--- config.mk ---
export PLATFORM = sky130hd
export DESIGN_NAME = uart_dl_loader_flat
export DESIGN_NICKNAME = d
export VERILOG_FILES = /design/src/rtl/uart_dl_pkg.sv /design/src/rtl/uart_dl_loader_if.sv /design/src/rtl/crc16_modbus_byte.sv /design/src/rtl/uart_dl_loader.sv /design/src/flat_wrapper.sv
export SDC_FILE = /design/constraint.sdc
export NUM_CORES = 2
export LEC_CHECK = 0
export ABC_AREA = 1
export CAP_MARGIN = 30
export CELL_PAD_IN_SITES_DETAIL_PLACEMENT = 1
export CELL_PAD_IN_SITES_GLOBAL_PLACEMENT = 2
export CORE_ASPECT_RATIO = 1.5
export CORE_MARGIN = 4
export CORE_UTILIZATION = 41
export CTS_CLUSTER_SIZE = 10
export DETAILED_ROUTE_END_ITERATION = 8
export PLACE_DENSITY_LB_ADDON = 0.15
export SYNTH_ARGS = -nofsm -noshare
export SYNTH_HDL_FRONTEND = slang
export SYNTH_SLANG_ARGS = --single-unit
--- constraint.sdc ---
create_clock -name clk -period 4 [get_ports clk]
set_clock_uncertainty 0.05 [all_clocks]
set_input_delay 0.4 -clock clk [delete_from_list [all_inputs] [get_ports clk]]
set_output_delay 0.4 -clock clk [all_outputs]
set_load 0.03 [all_outputs]
--- src/rtl/uart_dl_pkg.sv ---
// Shared types and constants for the UART debug download loader.
// Holds the FSM state encoding, the response bytes and the CRC16/MODBUS parameters.
package uart_dl_pkg;

    typedef enum logic [3:0] {
        ST_IDLE   = 4'd0,
        ST_SEQ    = 4'd1,
        ST_DATA   = 4'd2,
        ST_CRC_LO = 4'd3,
        ST_CRC_HI = 4'd4,
        ST_CHECK  = 4'd5,
        ST_COMMIT = 4'd6,
        ST_RESP   = 4'd7,
        ST_DONE   = 4'd8
    } dl_state_e;

    localparam logic [7:0]  ACK_BYTE = 8'h06;
    localparam logic [7:0]  NAK_BYTE = 8'h15;
    localparam logic [15:0] CRC_INIT = 16'hFFFF;
    localparam logic [15:0] CRC_POLY = 16'hA001;

endpackage

--- src/rtl/uart_dl_loader_if.sv ---
// Byte-stream and ROM-write bundle between the loader and the SoC fabric.
// The loader takes the master modport; the UART engines and ROM side take slave.
interface uart_dl_loader_if;
    logic        rx_valid_i;
    logic [7:0]  rx_data_i;
    logic        tx_valid_o;
    logic [7:0]  tx_data_o;
    logic        tx_ready_i;
    logic        mem_we_o;
    logic [31:0] mem_addr_o;
    logic [31:0] mem_data_o;

    modport master (
        input  rx_valid_i, rx_data_i, tx_ready_i,
        output tx_valid_o, tx_data_o, mem_we_o, mem_addr_o, mem_data_o
    );

    modport slave (
        output rx_valid_i, rx_data_i, tx_ready_i,
        input  tx_valid_o, tx_data_o, mem_we_o, mem_addr_o, mem_data_o
    );
endinterface

--- src/rtl/crc16_modbus_byte.sv ---
// One-byte CRC16/MODBUS update: reflected polynomial, LSB first, eight unrolled steps.
module crc16_modbus_byte
    import uart_dl_pkg::*;
(
    input  logic [15:0] crc,
    input  logic [7:0]  data,
    output logic [15:0] crc_next
);

    logic [15:0] crc_s;

    // eight shift/xor steps of the reflected CRC register
    always_comb begin
        crc_s = crc ^ {8'h00, data};
        for (int i = 0; i < 8; i++) begin
            if (crc_s[0]) begin
                crc_s = (crc_s >> 1) ^ CRC_POLY;
            end else begin
                crc_s = crc_s >> 1;
            end
        end
    end

    assign crc_next = crc_s;

endmodule

--- src/rtl/uart_dl_loader.sv ---
// Packet framer, CRC checker and ROM committer for the UART debug download stream.
// Each packet is answered with ACK/NAK; the core is held while the download runs.
module uart_dl_loader
    import uart_dl_pkg::*;
#(
    parameter int          PKT_DATA_BYTES = 128,
    parameter int          FSIZE_IDX      = 60,
    parameter logic [31:0] ROM_BASE       = 32'h0000_0000,
    parameter int          MAX_BYTES      = 4096,
    parameter int          TIMEOUT_CYCLES = 500000
) (
    input  logic              clk,
    input  logic              rst,
    input  logic              debug_en_i,
    uart_dl_loader_if.master  bus,
    output logic              busy_o,
    output logic              done_o,
    output logic              err_o
);

    localparam int             WORDS     = PKT_DATA_BYTES / 4;
    localparam int             BW        = $clog2(PKT_DATA_BYTES);
    localparam int             WW        = $clog2(WORDS);
    localparam logic [BW-1:0]  LAST_BYTE = BW'(PKT_DATA_BYTES - 1);
    localparam logic [WW-1:0]  LAST_WORD = WW'(WORDS - 1);
    localparam logic [31:0]    PKT_BYTES = 32'(PKT_DATA_BYTES);

    dl_state_e     state_r, state_s;
    logic [7:0]    seq_r, exp_seq_r;
    logic [15:0]   crc_r, crc_rx_r, crc_next_s;
    logic [BW-1:0] byte_cnt_r;
    logic [WW-1:0] wcnt_r, wcnt_s;
    logic [31:0]   buf_r [WORDS];
    logic [31:0]   fsize_r, base_r, idle_cnt_r, next_off_s, fsize_rx_s;
    logic          ack_r, ack_s, last_r, last_s, err_s;
    logic          in_frame_s, timeout_s, crc_ok_s;
    logic          tx_valid_r, mem_we_r, busy_r, done_r, err_r;
    logic [7:0]    tx_data_r;
    logic [31:0]   mem_addr_r, mem_data_r;

    crc16_modbus_byte u_crc (
        .crc      (crc_r),
        .data     (bus.rx_data_i),
        .crc_next (crc_next_s)
    );

    assign in_frame_s = (state_r == ST_DATA) || (state_r == ST_CRC_LO) || (state_r == ST_CRC_HI);
    assign timeout_s  = in_frame_s && !bus.rx_valid_i && (idle_cnt_r >= 32'(TIMEOUT_CYCLES));
    assign crc_ok_s   = (crc_rx_r == crc_r);
    assign next_off_s = base_r + ((32'(wcnt_r) + 32'd1) << 2);
    // file size sits big-endian at a fixed payload offset of packet 0
    assign fsize_rx_s = {buf_r[FSIZE_IDX/4][8*(FSIZE_IDX%4) +: 8],
                         buf_r[(FSIZE_IDX+1)/4][8*((FSIZE_IDX+1)%4) +: 8],
                         buf_r[(FSIZE_IDX+2)/4][8*((FSIZE_IDX+2)%4) +: 8],
                         buf_r[(FSIZE_IDX+3)/4][8*((FSIZE_IDX+3)%4) +: 8]};

    // next-state and response decision logic
    always_comb begin
        state_s = state_r;
        ack_s   = ack_r;
        last_s  = last_r;
        err_s   = 1'b0;
        wcnt_s  = {WW{1'b0}};
        if (!debug_en_i) begin
            state_s = ST_IDLE;
        end else begin
            case (state_r)
                ST_IDLE:   state_s = ST_SEQ;
                ST_SEQ:    state_s = bus.rx_valid_i ? ST_DATA : ST_SEQ;
                ST_DATA:   state_s = (bus.rx_valid_i && byte_cnt_r == LAST_BYTE) ? ST_CRC_LO : ST_DATA;
                ST_CRC_LO: state_s = bus.rx_valid_i ? ST_CRC_HI : ST_CRC_LO;
                ST_CRC_HI: state_s = bus.rx_valid_i ? ST_CHECK : ST_CRC_HI;
                ST_CHECK: begin
                    last_s  = 1'b0;
                    state_s = ST_RESP;
                    if (exp_seq_r == 8'h00) begin
                        if (crc_ok_s && seq_r == 8'h00 && fsize_rx_s != 32'd0 &&
                            fsize_rx_s <= 32'(MAX_BYTES)) begin
                            ack_s = 1'b1;
                        end else begin
                            ack_s = 1'b0;
                            err_s = 1'b1;
                        end
                    end else if (crc_ok_s && seq_r == exp_seq_r) begin
                        ack_s   = 1'b1;
                        state_s = ST_COMMIT;
                    end else if (crc_ok_s && seq_r == exp_seq_r - 8'd1) begin
                        ack_s = 1'b1;
                    end else begin
                        ack_s = 1'b0;
                        err_s = 1'b1;
                    end
                end
                ST_COMMIT: begin
                    wcnt_s = wcnt_r + {{(WW-1){1'b0}}, 1'b1};
                    if (wcnt_r == LAST_WORD || next_off_s >= fsize_r) begin
                        state_s = ST_RESP;
                        last_s  = (base_r + PKT_BYTES >= fsize_r);
                    end else begin
                        state_s = ST_COMMIT;
                    end
                end
                ST_RESP:   state_s = bus.tx_ready_i ? (last_r ? ST_DONE : ST_SEQ) : ST_RESP;
                ST_DONE:   state_s = ST_DONE;
                default:   state_s = ST_IDLE;
            endcase
            if (timeout_s) begin
                state_s = ST_RESP;
                ack_s   = 1'b0;
                last_s  = 1'b0;
                err_s   = 1'b1;
            end else begin
                err_s = err_s;
            end
        end
    end

    // FSM state register
    always_ff @(posedge clk) begin
        if (rst) begin
            state_r <= ST_IDLE;
        end else begin
            state_r <= state_s;
        end
    end

    // packet datapath: sequence, CRC, payload buffer, progress counters
    always_ff @(posedge clk) begin
        if (rst || !debug_en_i) begin
            seq_r      <= 8'h00;
            exp_seq_r  <= 8'h00;
            crc_r      <= CRC_INIT;
            crc_rx_r   <= 16'h0000;
            byte_cnt_r <= {BW{1'b0}};
            wcnt_r     <= {WW{1'b0}};
            fsize_r    <= 32'd0;
            base_r     <= 32'd0;
            idle_cnt_r <= 32'd0;
            ack_r      <= 1'b0;
            last_r     <= 1'b0;
            for (int i = 0; i < WORDS; i++) begin
                buf_r[i] <= 32'd0;
            end
        end else begin
            ack_r      <= ack_s;
            last_r     <= last_s;
            wcnt_r     <= wcnt_s;
            idle_cnt_r <= (in_frame_s && !bus.rx_valid_i) ? idle_cnt_r + 32'd1 : 32'd0;
            case (state_r)
                ST_SEQ: if (bus.rx_valid_i) begin
                    seq_r      <= bus.rx_data_i;
                    crc_r      <= CRC_INIT;
                    byte_cnt_r <= {BW{1'b0}};
                end
                ST_DATA: if (bus.rx_valid_i) begin
                    crc_r      <= crc_next_s;
                    buf_r[byte_cnt_r[BW-1:2]][{byte_cnt_r[1:0], 3'b000} +: 8] <= bus.rx_data_i;
                    byte_cnt_r <= byte_cnt_r + {{(BW-1){1'b0}}, 1'b1};
                end
                ST_CRC_LO: if (bus.rx_valid_i) crc_rx_r[7:0]  <= bus.rx_data_i;
                ST_CRC_HI: if (bus.rx_valid_i) crc_rx_r[15:8] <= bus.rx_data_i;
                ST_CHECK: if (exp_seq_r == 8'h00 && ack_s) begin
                    fsize_r   <= fsize_rx_s;
                    exp_seq_r <= 8'h01;
                end
                ST_COMMIT: if (state_s == ST_RESP) begin
                    base_r    <= base_r + PKT_BYTES;
                    exp_seq_r <= exp_seq_r + 8'd1;
                end
                default: ;
            endcase
        end
    end

    // registered outputs derived from the upcoming state
    always_ff @(posedge clk) begin
        if (rst || !debug_en_i) begin
            tx_valid_r <= 1'b0;
            tx_data_r  <= 8'h00;
            mem_we_r   <= 1'b0;
            mem_addr_r <= 32'd0;
            mem_data_r <= 32'd0;
            busy_r     <= 1'b0;
            done_r     <= 1'b0;
            err_r      <= 1'b0;
        end else begin
            tx_valid_r <= (state_s == ST_RESP);
            tx_data_r  <= (state_s == ST_RESP) ? (ack_s ? ACK_BYTE : NAK_BYTE) : 8'h00;
            mem_we_r   <= (state_s == ST_COMMIT);
            mem_addr_r <= (state_s == ST_COMMIT) ? ROM_BASE + base_r + (32'(wcnt_s) << 2) : 32'd0;
            mem_data_r <= (state_s == ST_COMMIT) ? buf_r[wcnt_s] : 32'd0;
            busy_r     <= (state_s != ST_DONE);
            done_r     <= (state_s == ST_DONE);
            err_r      <= err_s;
        end
    end

    // write strobe is gated directly so dropping debug mode cuts a commit in the same cycle
    assign bus.mem_we_o   = mem_we_r & debug_en_i;
    assign bus.mem_addr_o = mem_addr_r;
    assign bus.mem_data_o = mem_data_r;
    assign bus.tx_valid_o = tx_valid_r;
    assign bus.tx_data_o  = tx_data_r;
    assign busy_o         = busy_r;
    assign done_o         = done_r;
    assign err_o          = err_r;

endmodule

--- src/flat_wrapper.sv ---
// flat-port wrapper written by rule: the top's interface ports become plain ports
module uart_dl_loader_flat import uart_dl_pkg::*;
#(
    parameter int          PKT_DATA_BYTES = 128,
    parameter int          FSIZE_IDX      = 60,
    parameter logic [31:0] ROM_BASE       = 32'h0000_0000,
    parameter int          MAX_BYTES      = 4096,
    parameter int          TIMEOUT_CYCLES = 500000
)
  (clk, rst, debug_en_i, busy_o, done_o, err_o, bus_rx_valid_i, bus_rx_data_i, bus_tx_ready_i, bus_tx_valid_o, bus_tx_data_o, bus_mem_we_o, bus_mem_addr_o, bus_mem_data_o);
  uart_dl_loader_if bus_i ();
  input  logic clk;
  input  logic rst;
  input  logic debug_en_i;
  output logic busy_o;
  output logic done_o;
  output logic err_o;
  input wire logic [$bits(bus_i.rx_valid_i)-1:0] bus_rx_valid_i;
  input wire logic [$bits(bus_i.rx_data_i)-1:0] bus_rx_data_i;
  input wire logic [$bits(bus_i.tx_ready_i)-1:0] bus_tx_ready_i;
  output wire logic [$bits(bus_i.tx_valid_o)-1:0] bus_tx_valid_o;
  output wire logic [$bits(bus_i.tx_data_o)-1:0] bus_tx_data_o;
  output wire logic [$bits(bus_i.mem_we_o)-1:0] bus_mem_we_o;
  output wire logic [$bits(bus_i.mem_addr_o)-1:0] bus_mem_addr_o;
  output wire logic [$bits(bus_i.mem_data_o)-1:0] bus_mem_data_o;
  assign bus_i.rx_valid_i = bus_rx_valid_i;
  assign bus_i.rx_data_i = bus_rx_data_i;
  assign bus_i.tx_ready_i = bus_tx_ready_i;
  assign bus_tx_valid_o = bus_i.tx_valid_o;
  assign bus_tx_data_o = bus_i.tx_data_o;
  assign bus_mem_we_o = bus_i.mem_we_o;
  assign bus_mem_addr_o = bus_i.mem_addr_o;
  assign bus_mem_data_o = bus_i.mem_data_o;
  uart_dl_loader #(.PKT_DATA_BYTES(PKT_DATA_BYTES), .FSIZE_IDX(FSIZE_IDX), .ROM_BASE(ROM_BASE), .MAX_BYTES(MAX_BYTES), .TIMEOUT_CYCLES(TIMEOUT_CYCLES)) u_core (.clk(clk), .rst(rst), .debug_en_i(debug_en_i), .bus(bus_i), .busy_o(busy_o), .done_o(done_o), .err_o(err_o));
endmodule
======== Word level (Yosys, flattened, before mapping) ========
Memories as Yosys holds them, arrays and structs flattened. A register that Yosys moved wholly into a read port is not among the register bits.
Cells that the tools add are included.
Widths: inputs -> output; s select.
operators by class
  add/sub/neg operators ................... 10
  $lt $le $gt $ge ......................... 4
  equality and inequality tests ........... 22
  shift-type cells ........................ 2
  mux-type cells .......................... 57
  bitwise operators ....................... 14
  reduce and logical (&&, ||, !) cells .... 35
operator list
  cell                    number
  $mux 16                 10
  $mux 32                 3
  $ge 32x32->1            2
  $pmux 4 s9              1
  $add 32x1->32 const B   1
  $add 32x32->32          1
  $add 32x7->32           1
  $add 32x8->32 const B   1
  $ge 32x19->1 const B    1
  $le 32x13->1 const B    1
  $pmux 16 s2             1
  $reduce_bool 32->1      1
  $reduce_or 32->1        1
  $shift 8x7->32 const A  1
  $shiftx 8x7->32         1
  $eq 4x3->1 const B      6
  $mux 1                  24
  $not 2->3               8
  $mux 4                  5
  $mux 5                  4
  $eq 16x16->1            1
  $eq 8x8->1              2
  $logic_not 8->1         2
  $mux 8                  2
  other kinds (33)        63
storage, ports and cells
  flip-flop bits (word level) ............. 207
  RAM bits ................................ 1,024
  bits of input ports ..................... 13
  output and inout port bits .............. 77
  word-level logic and storage cells ...... 165
  memories ................................ 1
memories
  memory        words  bits a word  read ports  clocked after Yosys merged registers in  write ports  RTL line              source
  u_core.buf_r  32     32           2           1                                        32           uart_dl_loader.sv:33  logic [31:0] buf_r [WORDS];

======== Depth between registers and ports, before layout ========
  word-level depth ........................ 19
  depth in mapped cells ................... 25
  depth with buffers taken out ............ 23

======== By module ========
A second synthesis with hierarchy kept.
second synthesis, totals
  cells, all modules ...................... 6,334
  area, all modules ....................... 58,182.1 um^2
modules (own cells, without submodules)
  module             instances  cells an instance  area each (um^2)  seq. area each (um^2)
  uart_dl_loader     1          6,269              57,736.6          35,253.8
  crc16_modbus_byte  1          65                 445.4             0.0

======== Least setup slack after synthesis ========
Ideal clock, no wire load.
  path kind ............................... register -> register
  start ................................... register u_core.wcnt_r[0]
  end ..................................... register u_core.base_r[23]
  library setup time ...................... 128 ps
  arrival time ............................ 3,398 ps
  data required time ...................... 3,822 ps
  path slack .............................. 424 ps
  cell stages (with the launch flop) ...... 23
  path buffers ............................ 2
  period minus slack after synthesis ...... 3,576 ps
  cell sequence ........................... dfxtp_1 buf_2 inv_1 nor2_1 ha_1 nand3_1 nor3_1 nand2_1 nor2_1 nand2_1 xor2_1 ha_1 nand2_1 or2_2 nand4_1 nor2_1 nand2_1 nand2_1 nand3_1 nand3_4 buf_2 o21ai_0 a21oi_1
between the ends
  longest elaborated chain between the ends .. 10
  elaborated cells on any way between the ends .. 11
  those cells by class .................... 2 x add/sub; 1 x order compare; 2 x eq/ne; 4 x mux; 2 x reduce/logical
RTL lines
  what                                   RTL line               source
  start: declaration                     uart_dl_loader.sv:32   logic [WW-1:0] wcnt_r, wcnt_s;
  start signal: assignment               uart_dl_loader.sv:135  wcnt_r <= {WW{1'b0}};
  start signal: assignment               uart_dl_loader.sv:147  wcnt_r <= wcnt_s;
  $add 5x1->6                            uart_dl_loader.sv:50   assign next_off_s = base_r + ((32'(wcnt_r) + 32'd1) << 2);
  $add 32x32->32                         uart_dl_loader.sv:50
  $ge 32x32->1                           uart_dl_loader.sv:96   if (wcnt_r == LAST_WORD || next_off_s >= fsize_r) begin
  $logic_or 1x1->1 (*)                   uart_dl_loader.sv:96
  $mux 1 (*)                             uart_dl_loader.sv:96
  $pmux 4 s9 (*)                         uart_dl_loader.sv:67   case (state_r)
  $mux 4 (*)                             uart_dl_loader.sv:107  if (timeout_s) begin
  $mux 4 (*)                             uart_dl_loader.sv:64   if (!debug_en_i) begin
  $eq 4x3->1 (*)                         uart_dl_loader.sv:166  ST_COMMIT: if (state_s == ST_RESP) begin
  $reduce_and 2->1 (no source line) (*)  n/a
  end signal: assignment                 uart_dl_loader.sv:167  base_r <= base_r + PKT_BYTES;
  end: declaration                       uart_dl_loader.sv:34   logic [31:0] fsize_r, base_r, idle_cnt_r, next_off_s, fsize_rx_s;
Every way passes the cells marked *; elsewhere a longest branch is shown, timed or not.
A chain may end at the register's enable or synchronous reset.

======== Worst setup path in the final report ========
  start ................................... register u_core.wcnt_r[4]
  end ..................................... register u_core.base_r[31]
The elaborated chain is that of the path after synthesis.

==> qor.csv <==
stage;metric;value;unit
synthesis;yosys.area_share.simple;20.63;%
grt;use_met2;49.00;%
synthesis;ys.flop_type;edfxtp_1;
cts;root_buffer;clkbuf_16;
grt;busiest_layer;met2;
cells_and_area;layout.area.seq;0.03526;sq mm
synthesis;synth_seq_area_share;61.41;%
flow_run;maxCapViolCount;0;
cells_and_area;multi_input_comb_area;0.01972;sq mm
synthesis;syn_inst;6067;
grt;antenna_found_initial;2;
cts;h-tree-depth;4;
critical_path;critical_path.most_common_cell;nand2_2;
synthesis;synth_area_leaders;edfxtp_1 (54%), nor2_1 (12%), dfxtp_1 (7.8%);
critical_path;max_stage_delay;350;ps
grt;grt_overflow_total;0;
routing;drt-initial-drc-count;3248;
place;io_buffers;83;
routing;avgRoutedWirePerCell;24.58;um
critical_path;worst-path-buf-inv;2;
grt;grt_max_degree;160;
cells_and_area;layout_commonest_cell;nor2_1;
critical_path;cp.required;4640;ps
sta;fin_crit;3814;ps
place;gp_congestion;0.8768;
critical_path;path_cells;nand4_1, nor2_1, ha_2, ha_1, inv_1, nor2_2, nand2_2, nor2_4, nand2_1, xor2_1, ha_1, a21oi_1, o21ai_0, nand2_1, nand4_1, nor2_1, nand2_2, nand2_2, nand3_4, nand3_4, clkbuf_16, o21ai_1, a21oi_1;
status;outcome;finished, final reports clean;
synthesis;synth-edff-count;1024;
synthesis;synth_top_family_by_area;simple AND/OR/NAND/NOR gates;
synthesis;synth_compound_area_share;10.57;%
cts;clock_latency;780;ps
pwr;ir_drop;0.0003641;V
cells_and_area;drive_gt1_share;7.568;%
synthesis;ys_ff_latch;1249;
min_path;hp-class;in2reg;
synthesis;synth.avg_cell_area;9.463;sq um
place;dp.cells;7837;
synthesis;synth-xor-area-share;1.266;%
sta;min_period_over_period;95.34;%
cts;clkSlewWorstSetupHoldPaths;60;ps
sta;worst_slack;186.5;ps
floorplan;io_pins;90;
place;post-place-ws;-138.2;ps
routing;drc;0;
sta;worst_pin_slew;1086;ps
critical_path;crit_fanout;21;
critical_path;cp-start-kind;flip-flop;
critical_path;arrival;4460;ps
cells_and_area;nets;6215;
floorplan;core;0.1385;sq mm
floorplan;fp.dieW;313.5;um
cells_and_area;fin_util;47.30;%
grt;use_met3;3.252;%
sta;rsz0062_at_grt;no;
critical_path;critPathKind;reg2reg;
grt;grt_usage;26.90;%
sta;max-slew-margin-rel;27.58;%
place;dp_hpwl;131700;um
routing;wl;199000;um
floorplan;die_area;0.1462;sq mm
sta;setup_viol;0;
synthesis;ys_async_sr_fraction;0;%
floorplan;die_h;466.3;um
cells_and_area;fin_cells;8099;
synthesis;synth_area_leader_cell;edfxtp_1;
routing;vias;44750;
grt;grt_use_met1;31.55;%
cts;clock-sinks;1249;
cells_and_area;layout.cells.most_common_list;nor2_1 (1877), edfxtp_1 (1024), nand2_1 (779);
pwr;power.density;423.7;mW/mm^2
sta;max_freq;0.2622;GHz
routing;drtAntennaViolNets;0;
cts;clk_path_buf_depth;3;
cts;cts_tree;built;
synthesis;synth_top_area_share;53.56;%
critical_path;cpLargestDelayFamily;simple AND/OR/NAND/NOR gates;
cts;ctsHoldBuffers;0;
synthesis;synth_mux_area_share;0;%
routing;viasPerCell;5.526;
synthesis;yosysWarnings;0;
critical_path;cp_slowest_cell;dfxtp_1;
sta;drv_slew;0;
critical_path;critPathCaptureType;flip-flop;
pwr;power.leakage;0.02398;uW
synthesis;synth_cell_types;49;
sta;final_hold_viol_count;0;
routing;drtPass1Iterations;5;
cells_and_area;fillerInstances;15560;
synthesis;synth_fa_ha_area_share;1.526;%
grt;grt_pass1_vias;46770;
grt;grt_pass1_wl;295900;um
critical_path;r2r_slack;190;ps
cells_and_area;syn2layout_area_growth;14.13;%
floorplan;fp-row-count;167;
floorplan;start_util;41.44;%
cts;numCtsBuffers;144;
synthesis;syn_area;0.05741;sq mm
[cells in the mapped netlist (3+ instances only)]
| cell type | n |
|---|---|
| a21oi_1 | 130 |
| a31o_2 | 3 |
| buf_1 | 18 |
| buf_2 | 117 |
| buf_4 | 18 |
| buf_6 | 3 |
| clkbuf_1 | 239 |
| clkinv_1 | 3 |
| dfxtp_1 | 225 |
| edfxtp_1 | 1024 |
| ha_1 | 70 |
| inv_1 | 229 |
| inv_2 | 11 |
| nand2_1 | 784 |
| nand2_2 | 5 |
| nand2_4 | 3 |
| nand3_1 | 204 |
| nand4_1 | 26 |
| nor2_1 | 1900 |
| nor2_2 | 3 |
| nor2_4 | 5 |
| nor3_1 | 37 |
| nor3_2 | 3 |
| nor3b_1 | 5 |
| nor4_1 | 10 |
| o211ai_1 | 151 |
| o21a_1 | 6 |
| o21ai_0 | 420 |
| o21ai_1 | 153 |
| o221ai_1 | 122 |
| o22ai_1 | 31 |
| or2_2 | 7 |
| xnor2_1 | 5 |
| xor2_1 | 78 |
[flip-flops by register name, summed over array words and instances, names as in the netlist, 3 cells and up]
| register | flops |
|---|---|
| u_core.seq_r | 8 |
| u_core.byte_cnt_r | 7 |
| u_core.bus.mem_addr_o | 30 |
| u_core.fsize_r | 32 |
| u_core.base_r | 25 |
| u_core.crc_r | 16 |
| u_core.buf_r | 1024 |
| u_core.idle_cnt_r | 32 |
| u_core.wcnt_r | 5 |
| u_core.crc_rx_r | 16 |
| u_core.exp_seq_r | 8 |
| u_core.bus.tx_data_o | 3 |
| u_core.state_r | 4 |
| u_core.bus.mem_data_o | 32 |
[path summary, 6_finish.rpt]
check,start,to,depth (start not counted)
min reg2reg,u_core.idle_cnt_r[0],u_core.idle_cnt_r[0],1
min,rst,u_core.wcnt_r[3],3
max,u_core.wcnt_r[4],u_core.base_r[31],23
max reg2reg,u_core.wcnt_r[4],u_core.base_r[31],23
[routing by layer]
| layer | wire length [um] | vias to the layer above |
|---|---|---|
| met2 | 102600 | 1074 |
| met5 | 0 | - |
| met1 | 78050 | 22500 |
| li1 | - | 20780 |
| met4 | 10220 | 0 |
| met3 | 8165 | 395 |
[layout make-up]
class                   instances  area share, %
diodes                          3        0.01146
clock buffers                 244          6.296
clock inverters                 7         0.1012
inverters                     244          1.426
multi-input cells            4184          30.09
flip-flops and latches       1249          53.81
well taps                    1859          3.550
repair buffers                309          4.711
[metrics by stage]
step | instance area [sq um] | hold slack, ps | TNS, ps | total power, uW
after CTS | 65360 | 263.8 | 0 | 28040
final | 65520 | 321.3 | 0 | 27760
after global routing | 65520 | 291.0 | 0 | 28660
after detailed placement | 61120 | 405.7 | -5575 | 15850
after floorplan | 57430 | 380.0 | 0 | 15450
after global placement | 61090 | 396.2 | -167.8 | 15820
[power breakdown]
part           internal (uW)  total (uW)  switching [uW]
registers              14500       14700             177
clock network           6960       12200            5230
logic                    213         868             654
[logic make-up after synthesis]
group	count (synthesis)
simple gates	3000
other cells	1
compound gates	1025
xor+xnor	83
fa+ha+maj	70
flops	1249
buf+inv	639
[tightest hold or removal path, stage by stage]
cell and delay [ps]:
clkdlybuf4s50_1 400, buf_4 190, nor2_1 100
[repair_timing]
| item | CTS | global route |
|---|---|---|
| endpoints found under the setup margin | 93 | 100 |
| pin swaps | 2 | 4 |
| gates cloned | 0 | 3 |
| gates resized for setup | 7 | 18 |
| setup buffers | 3 | 2 |
Note: power is estimated with default switching activity, not from simulation.
